===== config.mk =====
export PLATFORM = sky130hd
export DESIGN_NAME = tt_um_serial_deserializer
export DESIGN_NICKNAME = d
export VERILOG_FILES = /design/src/rtl/tt_um_serial_deserializer.sv
export SDC_FILE = /design/constraint.sdc
export NUM_CORES = 1
export LEC_CHECK = 0
export ABC_AREA = 1
export BUFFER_PORTS_ARGS = -buffer_cell sky130_fd_sc_hd__buf_4
export CAP_MARGIN = 40
export CORE_MARGIN = 2
export CORE_UTILIZATION = 47
export CTS_CLUSTER_DIAMETER = 150
export DETAILED_ROUTE_END_ITERATION = 8
export HOLD_SLACK_MARGIN = 0.15
export PLACE_DENSITY = 0.84
export SLEW_MARGIN = 25
export SYNTH_ARGS = -nofsm -noshare
export SYNTH_HDL_FRONTEND = slang
export SYNTH_SLANG_ARGS = --single-unit

===== constraint.sdc =====
create_clock -name clk -period 1.5 [get_ports clk]
set_input_delay 0.15 -clock clk [delete_from_list [all_inputs] [get_ports clk]]
set_output_delay 0.15 -clock clk [all_outputs]
set_load 0.02 [all_outputs]

===== src/rtl/tt_um_serial_deserializer.sv =====
// rtl/tt_um_serial_deserializer.sv - framed serial-to-parallel receiver with valid/ack handshake
module tt_um_serial_deserializer #(
  parameter int SYNC_STAGES = 2
) (
  input  logic [7:0] ui_in,
  output logic [7:0] uo_out,
  input  logic [7:0] uio_in,
  output logic [7:0] uio_out,
  output logic [7:0] uio_oe,
  input  logic       ena,
  input  logic       clk,
  input  logic       rst_n
);

  typedef enum logic [1:0] {IDLE, SHIFT, WAIT_END} state_t;

  state_t state_q, state_d;
  logic [SYNC_STAGES-1:0][2:0] sync_q;
  logic [2:0] hist_q;
  logic [2:0] synced;
  logic [2:0] cnt_q, cnt_d;
  logic [7:0] sr_q, sr_d, data_q, data_d, shifted;
  logic       dir_q, dir_d;
  logic       valid_q, valid_d, ovr_q, ovr_d, ferr_q, ferr_d;
  logic       stb_rise, frame_rise, frame_fall, sdata, ack;
  logic       complete, err_set;
  logic       unused_ok;

  assign synced     = sync_q[SYNC_STAGES-1];
  assign sdata      = synced[0];
  assign stb_rise   = synced[1] & ~hist_q[1];
  assign frame_rise = synced[2] & ~hist_q[2];
  assign frame_fall = ~synced[2] & hist_q[2];
  assign ack        = uio_in[4];
  assign unused_ok  = &{1'b0, ui_in[7:4], uio_in[7:5], uio_in[3:0]};

  always_ff @(posedge clk or negedge rst_n) begin
    if (!rst_n) begin
      sync_q  <= '0;
      hist_q  <= '0;
      state_q <= IDLE;
      cnt_q   <= '0;
      sr_q    <= '0;
      data_q  <= '0;
      dir_q   <= 1'b0;
      valid_q <= 1'b0;
      ovr_q   <= 1'b0;
      ferr_q  <= 1'b0;
    end else if (ena) begin
      sync_q  <= {sync_q[SYNC_STAGES-2:0], ui_in[2:0]};
      hist_q  <= synced;
      state_q <= state_d;
      cnt_q   <= cnt_d;
      sr_q    <= sr_d;
      data_q  <= data_d;
      dir_q   <= dir_d;
      valid_q <= valid_d;
      ovr_q   <= ovr_d;
      ferr_q  <= ferr_d;
    end
  end

  always_comb begin
    state_d  = state_q;
    cnt_d    = cnt_q;
    sr_d     = sr_q;
    data_d   = data_q;
    dir_d    = dir_q;
    complete = 1'b0;
    err_set  = 1'b0;
    shifted  = dir_q ? {sdata, sr_q[7:1]} : {sr_q[6:0], sdata};
    case (state_q)
      IDLE: begin
        // DIR is sampled raw here; the sender keeps it static around FRAME rise
        if (frame_rise) begin
          state_d = SHIFT;
          cnt_d   = '0;
          sr_d    = '0;
          dir_d   = ui_in[3];
        end
      end
      SHIFT: begin
        // A final bit coinciding with FRAME fall still completes cleanly
        if (stb_rise && cnt_q == 3'd7) begin
          complete = 1'b1;
          sr_d     = shifted;
          data_d   = shifted;
          cnt_d    = cnt_q + 3'd1;
          state_d  = frame_fall ? IDLE : WAIT_END;
        end else if (frame_fall) begin
          err_set = 1'b1;
          state_d = IDLE;
        end else if (stb_rise) begin
          sr_d  = shifted;
          cnt_d = cnt_q + 3'd1;
        end
      end
      WAIT_END: begin
        if (stb_rise)   err_set = 1'b1;
        if (frame_fall) state_d = IDLE;
      end
      default: state_d = IDLE;
    endcase
    valid_d = complete | (valid_q & ~ack);
    ovr_d   = (complete & valid_q & ~ack) | (ovr_q & ~ack);
    ferr_d  = err_set | (ferr_q & ~ack);
  end

  assign uo_out  = data_q;
  assign uio_out = {4'b0000, ferr_q, (state_q != IDLE), ovr_q, valid_q};
  assign uio_oe  = 8'h0F;

endmodule


==> Word level (Yosys, flattened, before mapping) <==
Index checks and enable logic that the tools add are counted.
{ "classes": {"muxes": 22, "bitwise": 15, "reduce_logical": 8, "add_sub_neg": 1, "n_eq_ne": 6} }
{ "ops": {"columns": ["cell", "n"], "rows": [
  ["$mux W8", 5],
  ["$pmux W8 S2", 1],
  ["$mux W3", 4],
  ["$and A1 B1 Y1", 8],
  ["$mux W2", 4],
  ["$ne A3 B3 Y1 const B", 2],
  ["$pmux W2 S3", 1],
  ["$pmux W3 S2", 1],
  ["$reduce_and A3 Y1", 2],
  ["$mux W1", 5],
  ["$reduce_and A5 Y1", 1],
  ["$not A1 Y1", 4],
  ["$reduce_bool A2 Y1", 2],
  ["$add A3 B1 Y3 const B", 1],
  ["$eq A3 B3 Y1 const B", 1],
  ["$or A1 B1 Y1", 3],
  ["$eq A2 B1 Y1 const B", 1],
  ["$eq A2 B2 Y1 const B", 1],
  ["$logic_not A2 Y1", 1],
  ["$ne A2 B2 Y1 const B", 1],
  ["$pmux W1 S2", 1],
  ["$reduce_and A2 Y1", 1],
  ["$logic_and A1 B1 Y1", 1]
]} }
{ "totals": {"in_bits": 19, "word_cells": 63, "output_inout_bits": 24, "regBits": 34} }

==> Longest topological paths before layout <==
Gate-level depths: netlist (run 1).
{ "logic_depth": {"ltp_word": 8, "mapped_depth": 10, "ltp_nobuf": 9} }

==> Least setup slack after synthesis (run 1) <==
No wires, ideal clock.
{ "synth_timing": {"path_type": "flip-flop to flip-flop", "from": "register state_q[0]", "to": "register cnt_q[0]", "required_time_ns": 1.384, "arrival_time_ns": 1.417, "stages_incl_launch_ff": 10, "setup_slack_ns": -0.033, "synth_period_minus_slack_ns": 1.533, "setup_time_ns": 0.116, "path_buffers": 1, "cell_sequence": "dfrtp_1 inv_1 ha_1 inv_1 nand2_1 o21ai_2 nand3_2 buf_2 nand2_1 nand2_1"} }
{ "synth_between": {"elab_chain_len": 3, "elab_cells_between_ends": 8, "cone_classes": "eq/ne (4); mux (1); reduce/logical (3)"} }
{ "synth_lines": {"columns": ["item", "line", "rtl"], "rows": [
  ["start: declaration", "17", "state_t state_q, state_d;"],
  ["start signal: assignment", "52", "state_q <= state_d;"],
  ["$eq A2 B1 Y1 or $logic_not A2 Y1 (tied branches)", "72", "case (state_q)"],
  ["$ne A3 B3 Y1 (no source line) (tied with other cells)", null, null],
  ["$reduce_and A5 Y1 (no source line)", null, null],
  ["end signal: assignment", "53", "cnt_q <= cnt_d;"],
  ["end: declaration", "21", "logic [2:0] cnt_q, cnt_d;"]
]} }
Parallel ways exist; a longest one is shown, timed or not.
A chain may end at the register's enable or synchronous reset.

==> Worst setup path after layout (run 1) <==
{ "layout_timing": {"from": "register state_q[0]", "to": "output uio_out[2]"} }
{ "layout_between": {"elab_chain_len": 1} }
{ "layout_lines": {"columns": ["item", "line", "rtl"], "rows": [
  ["$reduce_bool A2 Y1", "110", "assign uio_out = {4'b0000, ferr_q, (state_q != IDLE), ovr_q, valid_q};"],
  ["end: declaration", "8", "output logic [7:0] uio_out,"]
]} }
Every way passes these cells.

==> run summary, run 1 <==
The run finished, with violations left. The final reports fail on negative setup slack. The pin count of the biggest net entering global routing came out at 34. The cell area that synthesis handed to floorplanning was 0.001725 sq mm. The total area inside the core boundary comes to 0.003606 sq mm.

The startpoint identified for the worst register-to-register timing path is cnt_q[0]. The number of sinks handled by clock tree synthesis came out at 33. The die covers 0.004172 sq mm. The highest clock rate came out at 646.2 MHz. In the routed design, unresolved DRC markers number 0. The number of hold violations in the final report is 0. The vertical die dimension is 64.59 microns. The final critical-path setup slack is -47.53 ps. The cell sitting at the root of the clock tree is a sky130_fd_sc_hd__clkbuf_8. The total overflow left after global routing is 0. Internal power comes to 1.943 mW. At the end of the flow the core is filled with cells to 0.6076. The max-capacitance violation count is 0. For this block, the routed nets add up to 3.714 mm of wire.

The width of the die is 64.59 microns. The worst setup path is launched from a flop. Setup repair after global routing could not meet its margin everywhere. The time the final worst path needs with I/O delays and setup is 1548 ps. Measured in cells, the most critical reg-to-reg path has a length of 7. The warning count from the yosys run came out at 0. The worst hold path begins at ena. The total setup violations reported at the end of the flow is 5. Data arrives at the worst endpoint at 1400 ps. The clock share of power is 0.216. Clock latency on the worst-skew pair, taken at its later pin, is 290 ps. The final net count is 274. In this run, CTS created clock tree buffers numbering 5. The final standard cell count with taps included and fillers excluded is 297.

The setup TNS is -76.96 ps. The floorplan has 22 rows. During I/O placement, the number of pins put on the boundary was 43. The clock input transition at the sequential cells of the worst setup and hold paths is 70 ps. The share of post-route cells with drive strength above 1 is 0.3012. The power density normalized to cell area is 1441 mW/mm^2. The path class of the tightest hold or removal check is in -> reg.

Of the total power, the share spent switching nets is 0.3845. STA classifies the critical path endpoint as an output port. The analysis attributes to net switching a power of 1.214 mW. The critical path in this run is classified as reg -> out.

Across the VDD grid, the largest voltage drop is 0.4947 mV. 0 antenna diodes ended up in the layout. The global-route wire length before repair is 6.168 mm. The analysis attributes to cell leakage a power of 1.151 nW. Counting distinct cell types in the post-synthesis netlist gives 22.

The remaining antenna violation count after routing came out at 0. The length of the first detailed-routing pass in iterations came out at 4. The HPWL after detailed placement came out at 2.326 mm.

The last weighted congestion value of the routability-driven placer came out at 0.8725. The detail-routed net length per standard cell came out at 12.51 microns. In the global route stage, overall resource usage came out at 0.1994. The number of slew-limit violations in the final report is 0. TritonCTS built the clock tree. The clock arrives with 4.811 ps of skew. The maximum level of the CTS H-tree came out at 2. The count of vias placed by the detailed router is 1448. The post-synthesis sequential area ratio is 0.4786.

The area growth from synthesis to layout came out at 26.98%. The via count normalized by instance count came out at 4.875. In this run, the number of DRC markers left after iteration 0 of detailed routing was 119. The number of antenna violations at the first check in global routing is 0.

The maximum buffer depth of the clock tree came out at 2. The worst register-to-register path ends at uo_out[2]. The slack of the worst reg-to-reg path came out at -10 ps. The number of placed instances, taps included, is 278. The power share of the sequential group came out at 0.375. The quantity of I/O buffers inserted on ports came out at 19. The number of global-route vias before repair is 1382. A synthesized cell averages 8.177 sq um. Counting instances, the worst hold path has a depth of 3. Counting flops and latches in the post-synthesis netlist gives 33. The fraction of power consumed by combinational cells is 0.410.

For hold timing, the worst endpoint is synced[2]. The share of the clock period used by the worst path after layout came out at 1.032. The required arrival time at the worst endpoint is 1350 ps. The post-synthesis instance total is 211. The maximum fanout along the worst path came out at 3. The initial core utilization is 0.4785.
per-stage QoR:
step	power [mW]	area (sq um)	worst slack [ps]	hold WS, ps
final	3.157	2191	-47.53	174.0
after detailed placement	2.305	1904	-73.78	115.4
after floorplan	1.935	1763	19.46	-145.6
after CTS	3.058	2137	-20.50	173.3
after global routing	3.389	2191	-96.77	185.6
after global placement	2.251	1904	-6.922	114.6
worst max path at each step:
stage                          start  slack (ps)  cells past startpoint    endpoint
after floorplan           state_q[1]          20                      8   uo_out[1]
after global placement    state_q[0]          -7                      9     sr_q[0]
after detailed placement    cnt_q[0]         -70                      7   uo_out[6]
after CTS                   cnt_q[0]         -20                      7   uo_out[6]
after global routing      state_q[0]        -100                     10  state_q[0]
final                     state_q[0]         -50                      5  uio_out[2]
synth_stat cells:
cell                       number  area share
sky130_fd_sc_hd__o21ai_1        2      0.0058
sky130_fd_sc_hd__a21oi_1        1      0.0029
sky130_fd_sc_hd__nand3_1        5       0.015
sky130_fd_sc_hd__buf_4         16       0.070
sky130_fd_sc_hd__nor2_1        13       0.028
sky130_fd_sc_hd__nand3_2        1      0.0058
sky130_fd_sc_hd__dfrtp_1       33        0.48
sky130_fd_sc_hd__nand4_1        2      0.0073
sky130_fd_sc_hd__or2_1          1      0.0036
sky130_fd_sc_hd__nand2_1       82        0.18
sky130_fd_sc_hd__ha_1           6       0.044
sky130_fd_sc_hd__o21ai_0       12       0.035
sky130_fd_sc_hd__buf_6          2       0.013
sky130_fd_sc_hd__inv_1         13       0.028
sky130_fd_sc_hd__o22ai_1        1      0.0036
sky130_fd_sc_hd__or2_2          2      0.0073
sky130_fd_sc_hd__inv_2          3      0.0065
sky130_fd_sc_hd__buf_2          1      0.0029
sky130_fd_sc_hd__conb_1         2      0.0044
sky130_fd_sc_hd__o21ai_2       11       0.056
sky130_fd_sc_hd__clkbuf_1       1      0.0022
sky130_fd_sc_hd__clkbuf_2       1      0.0029
area by class of cell:
class,instances,area (sq um)
clock buffers,7,86.33
fillers,288,1415
inverters,16,62.56
multi-input cells,151,785.8
flip-flops and latches,33,825.8
well taps,48,60.06
repair buffers,42,370.4
metal layers:
layer,wire length (microns),vias to the layer above,track usage
li1,-,704,-
met1,1466,686,0.2201
met2,1933,48,0.3307
met3,209,10,0.05903
met4,104,0,0.1356
met5,0,-,0
kinds of logic (layout without fill, tap and decap cells):
| kind of cell | after synthesis | in the layout | synth area share |
|---|---|---|---|
| other | 2 | 12 | 0.004353 |
| AO/OA/AOI/OAI | 27 | 27 | 0.1030 |
| AND/OR/NAND/NOR | 106 | 106 | 0.2451 |
| adder cells (fa/ha/maj) | 6 | 6 | 0.04351 |
| buffers and inverters | 37 | 65 | 0.1254 |
| flip-flops | 33 | 33 | 0.4786 |
critical path, cell delays in order (launching register included):
cell and delay (ps):
sky130_fd_sc_hd__dfrtp_1 430, sky130_fd_sc_hd__inv_1 120, sky130_fd_sc_hd__ha_2 220, sky130_fd_sc_hd__inv_2 50, sky130_fd_sc_hd__buf_4 130, sky130_fd_sc_hd__buf_4 150
flip-flops by register name, indices dropped and copies added, names as in the netlist:
| signal | count |
|---|---|
| hist_q | 2 |
| ovr_q | 1 |
| cnt_q | 3 |
| ferr_q | 1 |
| sr_q | 8 |
| dir_q | 1 |
| sync_q | 3 |
| uo_out | 8 |
| state_q | 2 |
| valid_q | 1 |
| synced | 3 |
timing repair:
item                       4_1_cts  5_1_grt
buffers inserted                 3        2
gates cloned                     1        0
hold buffers                     6        0
setup endpoints to repair       20       23
pin swaps                        5        4
gates resized for setup         10       12
hold endpoints to repair        38        0
cell usage in the layout (no fill, tap or decap), types with 6 or more instances in the layout:
cell type / n
sky130_fd_sc_hd__nand2_1: 74
sky130_fd_sc_hd__dfrtp_1: 33
sky130_fd_sc_hd__buf_4: 32
sky130_fd_sc_hd__nor2_1: 13
sky130_fd_sc_hd__o21ai_0: 12
sky130_fd_sc_hd__conb_1: 12
sky130_fd_sc_hd__inv_1: 11
sky130_fd_sc_hd__o21ai_2: 11
sky130_fd_sc_hd__nand2_2: 8
sky130_fd_sc_hd__clkbuf_8: 6
sky130_fd_sc_hd__dlygate4sd3_1: 6
power by group through the flow:
stage / clock network, mW / registers (mW) / logic [mW]
final: 0.681 / 1.18 / 1.29
after global routing: 0.733 / 1.20 / 1.45
after CTS: 0.679 / 1.17 / 1.21
after detailed placement: 0 / 1.18 / 1.12
after global placement: 0 / 1.18 / 1.08
after floorplan: 0 / 1.15 / 0.784
Note: power is estimated with default switching activity, not from simulation.
==> inputs of run 2 (changes only) <==
BUFFER_PORTS_ARGS = -buffer_cell sky130_fd_sc_hd__buf_2   (was -buffer_cell sky130_fd_sc_hd__buf_4)
clock period = 1.4 ns   (was 1.5 ns; I/O delays follow)
==> run summary, run 2 (synthesis gave the netlist of run 1 again) <==
The flow ran to the end, but the final reports show violations. The checks that failed: negative setup slack. The row count came out at 22. The total routing resource utilization after global routing is 0.2288. The area growth from synthesis to layout came out at 40.10%. The leakage dissipation is 1.240 nW. The total setup violations reported at the end of the flow is 23. The pin count of the biggest net entering global routing is 34.

The number of stages on the worst hold path came out at 3. Leaving out fill and tap cells, the most frequent cell in the layout is sky130_fd_sc_hd__nand2_1. The length of the first detailed-routing pass in iterations is 4.

The count of buffers added on input and output ports is 19. The worst reg2reg path depth came out at 7. The number of global-route vias before repair came out at 1551.

For this run, the top clock speed supported by timing is 648.6 MHz. The H-tree generated during clock tree synthesis spans 2 levels. The time the final worst path needs with I/O delays and setup is 1542 ps. Clock-pin slew was measured on the worst setup and hold paths at 70 ps. The worst register-to-register path begins at cnt_q[1]. The library cells used most frequently in the layout, excluding fill and tap cells, are 59 x sky130_fd_sc_hd__nand2_1, 32 x sky130_fd_sc_hd__dfrtp_1, 18 x sky130_fd_sc_hd__buf_2, 18 x sky130_fd_sc_hd__buf_4, 16 x sky130_fd_sc_hd__nand2_2. The setup TNS came out at -2026 ps.

The kind of critical path is reg -> reg. The root buffer cell chosen for the clock tree is sky130_fd_sc_hd__clkbuf_8. The detail-routed net length per standard cell is 15.77 microns. The fraction of power consumed by combinational cells came out at 0.458. The number of DRC violations after detailed-routing iteration 0 came out at 145. The startpoint identified for the worst hold timing path is ena. The die covers 0.004172 sq mm. Setup repair after global routing could not meet its margin everywhere. The number of design rule violations left after detail routing is 0. The path class of the tightest hold or removal check is in -> reg. Once routing completed, OpenROAD measured the worst setup slack at -141.9 ps.

The via count normalized by instance count came out at 5.220. The number of slew-limit violations in the final report is 0. The cell-internal power came out at 2.528 mW. The initial core utilization is 0.4785.

The remaining antenna violation count after routing came out at 0. The pre-CTS worst setup slack is -102.5 ps. Summing over every cut layer, the via total after detailed routing is 1613. The power share of the sequential group is 0.319. TritonCTS built the clock tree. The number of sinks handled by clock tree synthesis came out at 33.

The clock share of power came out at 0.222. The overall power came out at 4.119 mW. In this run the standard cell core region covers 0.003606 sq mm. The maximum fanout along the worst path is 9. The max-capacitance violation count is 0. The switching share of total power came out at 0.3864. The global-route congestion overflow total is 0. The maximum buffer depth of the clock tree came out at 2. The number of antenna violations at the first check in global routing came to 0.

The maximum vdd drop is 0.6509 mV. At the end of the flow, the number of nets in the layout was 285. The vertical die dimension is 64.59 microns. The number of diodes added for antenna fixing came out at 0. The required arrival time at the worst endpoint is 1550 ps. The startpoint type of the worst setup path is a flop. The number of hold violations in the final report came to 0. The routed wire length came out at 4.872 mm.

The path with the worst hold slack has its endpoint at sync_q[0]. The end of the worst register-to-register path is uo_out[5]. STA puts the critical path data arrival time at 1700 ps. STA classifies the critical path endpoint as a flop. The HPWL after detailed placement came out at 2.229 mm. The post-route clock skew came out at 5.204 ps. The clock network latency to the later pin of the worst-skew pair came out at 290 ps. The top-level I/O count is 43.

The total clock buffers created by CTS is 5. The share of the clock period used by the worst path after layout came out at 1.101. In this run the horizontal extent of the chip is 64.59 microns. Of the cells placed in the final design, the portion with a size suffix greater than 1 is 0.4215. The power density normalized to cell area came out at 1704 mW/mm^2. The global-route wire length before repair came out at 7.224 mm. The slack of the worst reg-to-reg path came out at -140 ps. The net switching power of the design came out at 1.592 mW.

The congestion estimate from routability-driven global placement came to 0.8659.
-- run 2: cell count changes in the layout (fill, tap and decap cells not counted), moves of 2 or more --
cell and change:
sky130_fd_sc_hd__buf_2 +18, sky130_fd_sc_hd__nand3_1 -2, sky130_fd_sc_hd__inv_4 +2, sky130_fd_sc_hd__nand2_4 +7
sky130_fd_sc_hd__nand2_2 +8, sky130_fd_sc_hd__buf_6 +7, sky130_fd_sc_hd__buf_4 -14, sky130_fd_sc_hd__inv_1 -2
sky130_fd_sc_hd__nand2_1 -15
-- run 2: through the flow --
| stage | util | hold slack, ps | std cells | area (sq um) |
|---|---|---|---|---|
| after floorplan | - | -155.6 | 221 | 1797 |
| after global placement | 0.5330 | 181.3 | 284 | 1922 |
| after detailed placement | 0.5330 | 180.2 | 284 | 1922 |
| after CTS | 0.6367 | 163.6 | 306 | 2296 |
| after global routing | 0.6704 | 201.4 | 309 | 2417 |
| final | 0.6704 | 177.1 | 309 | 2417 |
-- run 2: timing repair --
item	in CTS	in global routing
hold endpoints to repair	38	0
hold buffers	6	0
setup buffers	7	3
gates resized for setup	33	30
gates cloned	1	0
endpoints found under the setup margin	25	26
pin swaps	13	14
-- run 2: worst max-delay path by stage --
stage	from	to	depth (start not counted)
final	cnt_q[1]	uo_out[5]	7
after detailed placement	state_q[0]	sr_q[3]	9
after CTS	cnt_q[0]	uo_out[5]	7
after floorplan	state_q[1]	uo_out[1]	8
after global routing	cnt_q[0]	uo_out[5]	7
after global placement	cnt_q[0]	uo_out[0]	7
-- run 2: area by class of cell --
cell class | instances | area, sq um
Fill cell | 241 | 1189
Multi-Input combinational cell | 151 | 907.1
Sequential cell | 33 | 827.0
Timing Repair Buffer | 53 | 434.2
Clock buffer | 7 | 86.33
Inverter | 16 | 72.57
Tap cell | 48 | 60.06
Clock inverter | 1 | 30.03
-- run 2: power by group through the flow --
stage / registers [mW] / clock network (mW) / logic (mW)
after detailed placement: 1.27 / 0 / 1.24
after global placement: 1.26 / 0 / 1.22
after CTS: 1.28 / 0.930 / 1.54
final: 1.32 / 0.916 / 1.89
after floorplan: 1.24 / 0 / 0.898
after global routing: 1.33 / 0.981 / 2.05
-- run 2: critical path: stages (launching register included) --
cell	delay [ps]
sky130_fd_sc_hd__dfrtp_1	360
sky130_fd_sc_hd__ha_2	190
sky130_fd_sc_hd__ha_4	140
sky130_fd_sc_hd__nand4_1	100
sky130_fd_sc_hd__or2_4	320
sky130_fd_sc_hd__buf_12	150
sky130_fd_sc_hd__nand2_1	70
sky130_fd_sc_hd__o21ai_2	70
-- run 2: layer usage --
metal | wire, microns | global-route usage | part of all wire | vias to the layer above
met5 | 0 | 0 | 0 | -
met4 | 326 | 0.1277 | 0.067 | 0
met3 | 309 | 0.04861 | 0.063 | 36
met2 | 2471 | 0.4076 | 0.51 | 95
met1 | 1765 | 0.2525 | 0.36 | 751
li1 | - | - | - | 731
==> inputs of run 3 (changes only) <==
GPL_TIMING_DRIVEN = 1   (was unset)
PLACE_DENSITY = 0.76   (was 0.84)
==> run summary, run 3 (synthesis gave the netlist of run 1 again) <==
The endpoint identified for the worst register-to-register timing path is uo_out[3]. The post-route clock skew came out at 4.432 ps. The global-route wire length before repair is 6.189 mm. The share of post-route cells with drive strength above 1 is 0.3629. The vertical die dimension came out at 64.59 microns. The total non-filler cell area in the finished layout came out at 0.002346 sq mm. The startpoint type of the worst setup path is a flop.

The library cell used most frequently in the layout, excluding fill and tap cells, is sky130_fd_sc_hd__nand2_1. The via count normalized by instance count came out at 4.765. The count of vias placed by the detailed router is 1463. The overall die area came out at 0.004172 sq mm. The final hold slack came out at 196.9 ps. The root buffer cell chosen for the clock tree is sky130_fd_sc_hd__clkbuf_8. The H-tree was split into 2 levels. Once detail routing completed, the nets flagged for antenna violations numbered 0. The tightest min-delay check is of the in -> reg type. The number of antenna violations at the first check in global routing came to 0. The flow ran to the end, but the final reports show violations. TritonCTS built the clock tree.

The final net count is 283. The initial core utilization is 0.4785. At the later pin of the worst-skew pair, clock insertion delay measures 270 ps. The row count came out at 22. The number of stages on the worst hold path came out at 3.

For this design the top-level I/O count stands at 43. After layout, the worst setup slack is -121.3 ps. The highest clock rate is 657.3 MHz.

The power density normalized to cell area came out at 1594 mW/mm^2. The design draws 3.740 mW. The number of design rule violations left after detail routing is 0. Setup repair after global routing could not meet its margin everywhere. The arrival time at the worst endpoint is 1670 ps. The startpoint identified for the worst hold timing path is ena. The number of antenna diodes in the final layout is 0. The maximum vdd drop came out at 0.6304 mV. The area growth from synthesis to layout is 35.97%. The longest clock path from root to sink contains 2 buffers. The number of global-route vias before repair came out at 1399.

The clock input transition at the sequential cells of the worst setup and hold paths is 60 ps. The length of the first detailed-routing pass in iterations came out at 4. Summed over all layers, the global routing overflow is 0.

The pre-CTS worst setup slack came out at -130.4 ps. The total routing resource utilization after global routing came out at 0.1933. In the layout the commonest cells are 69 x sky130_fd_sc_hd__nand2_1, 32 x sky130_fd_sc_hd__dfrtp_1, 21 x sky130_fd_sc_hd__buf_4. The worst reg2reg path depth came out at 7. The required arrival time at the worst endpoint came out at 1550 ps. The final reports fail on negative setup slack. The last weighted congestion value of the routability-driven placer is 0.8395. The max-capacitance violation count came out at 0. The type of destination of the critical path is a flop. The maximum fanout along the worst path came out at 5. The share of the clock period used by the worst path after layout came out at 1.087. The tree built by TritonCTS fans out to 33 sinks. The slack of the worst reg-to-reg path is -120 ps. The detail-routed net length per standard cell came out at 12.09 microns.

The total setup violations reported at the end of the flow came out at 22. The number of slew-limit violations in the final report was 0. The number of DRC violations after detailed-routing iteration 0 came out at 66. The number of hold violations in the final report came out at 0. The kind of critical path is reg -> reg. The width of the die came out at 64.59 microns. The time the final worst path needs with I/O delays and setup is 1521 ps. The analysis attributes to cell leakage a power of 1.212 nW. The path with the worst hold slack has its endpoint at sync_q[2].

The HPWL after detailed placement came out at 2.281 mm. The core outline area is 0.003606 sq mm. The routed wire length came out at 3.711 mm. The quantity of I/O buffers inserted on ports came out at 19. The post-place instance area is 0.001937 sq mm. The startpoint identified for the worst register-to-register timing path is state_q[1]. The total clock buffers created by CTS is 5. The pin count of the biggest net entering global routing came out at 34.
[run 3: changes by cell type in the layout (fill, tap and decap cells not counted), moves of 3 or more]
cell,delta
sky130_fd_sc_hd__nand2_2,-11
sky130_fd_sc_hd__nand2_1,+10
sky130_fd_sc_hd__buf_6,-6
sky130_fd_sc_hd__buf_4,+3
[run 3: worst max-delay path, cell delays in order (launching register included)]
cell	delay, ps
sky130_fd_sc_hd__dfrtp_1	390
sky130_fd_sc_hd__inv_2	110
sky130_fd_sc_hd__ha_4	170
sky130_fd_sc_hd__nand4_1	140
sky130_fd_sc_hd__or2_4	310
sky130_fd_sc_hd__clkbuf_16	180
sky130_fd_sc_hd__nand2_4	50
sky130_fd_sc_hd__o21ai_2	50
[run 3: stage by stage]
step                std cells    util  setup TNS (ps)
CTS                       305  0.6183           -1326
floorplan                 221       -          -643.5
detailed placement        286  0.5371           -1966
global route              307  0.6506           -3219
global placement          286  0.5371           -1273
finish                    307  0.6506           -1578
[run 3: power by group]
group | internal, mW | switching (mW)
sequential | 1.13 | 0.152
combinational | 0.704 | 0.862
clock | 0.580 | 0.316
total | 2.41 | 1.33
[run 3: timing repair]
item / 4_1_cts / 5_1_grt
endpoints found under the setup margin: 22 / 24
cloned: 1 / 1
hold buffers: 6 / 0
pin swaps: 5 / 3
hold endpoints to repair: 38 / 0
setup buffers: 4 / 1
gates resized for setup: 14 / 25
[run 3: worst max-delay path by stage]
stage / startpoint / end / cells past startpoint
floorplan: state_q[1] / uo_out[1] / 8
global placement: cnt_q[0] / sr_q[0] / 8
detailed placement: cnt_q[0] / cnt_q[0] / 8
CTS: state_q[1] / uo_out[6] / 7
global route: state_q[1] / uo_out[3] / 7
finish: state_q[1] / uo_out[3] / 7
[run 3: metal layers]
| metal | wire length [microns] | vias to the layer above | global-route usage |
|---|---|---|---|
| li1 | - | 728 | - |
| met1 | 1653 | 686 | 0.2380 |
| met2 | 1826 | 35 | 0.3346 |
| met3 | 112 | 14 | 0.02951 |
| met4 | 118 | 0 | 0.08777 |
| met5 | 0 | - | 0 |
[run 3: area by class of cell]
| cell class | count | area [sq um] |
|---|---|---|
| fill | 278 | 1260 |
| multi-input combinational | 151 | 860.8 |
| sequential | 33 | 827.0 |
| timing repair buffer | 51 | 414.1 |
| clock buffer | 7 | 86.33 |
| inverter | 16 | 67.56 |
| tap | 48 | 60.06 |
| clock inverter | 1 | 30.03 |
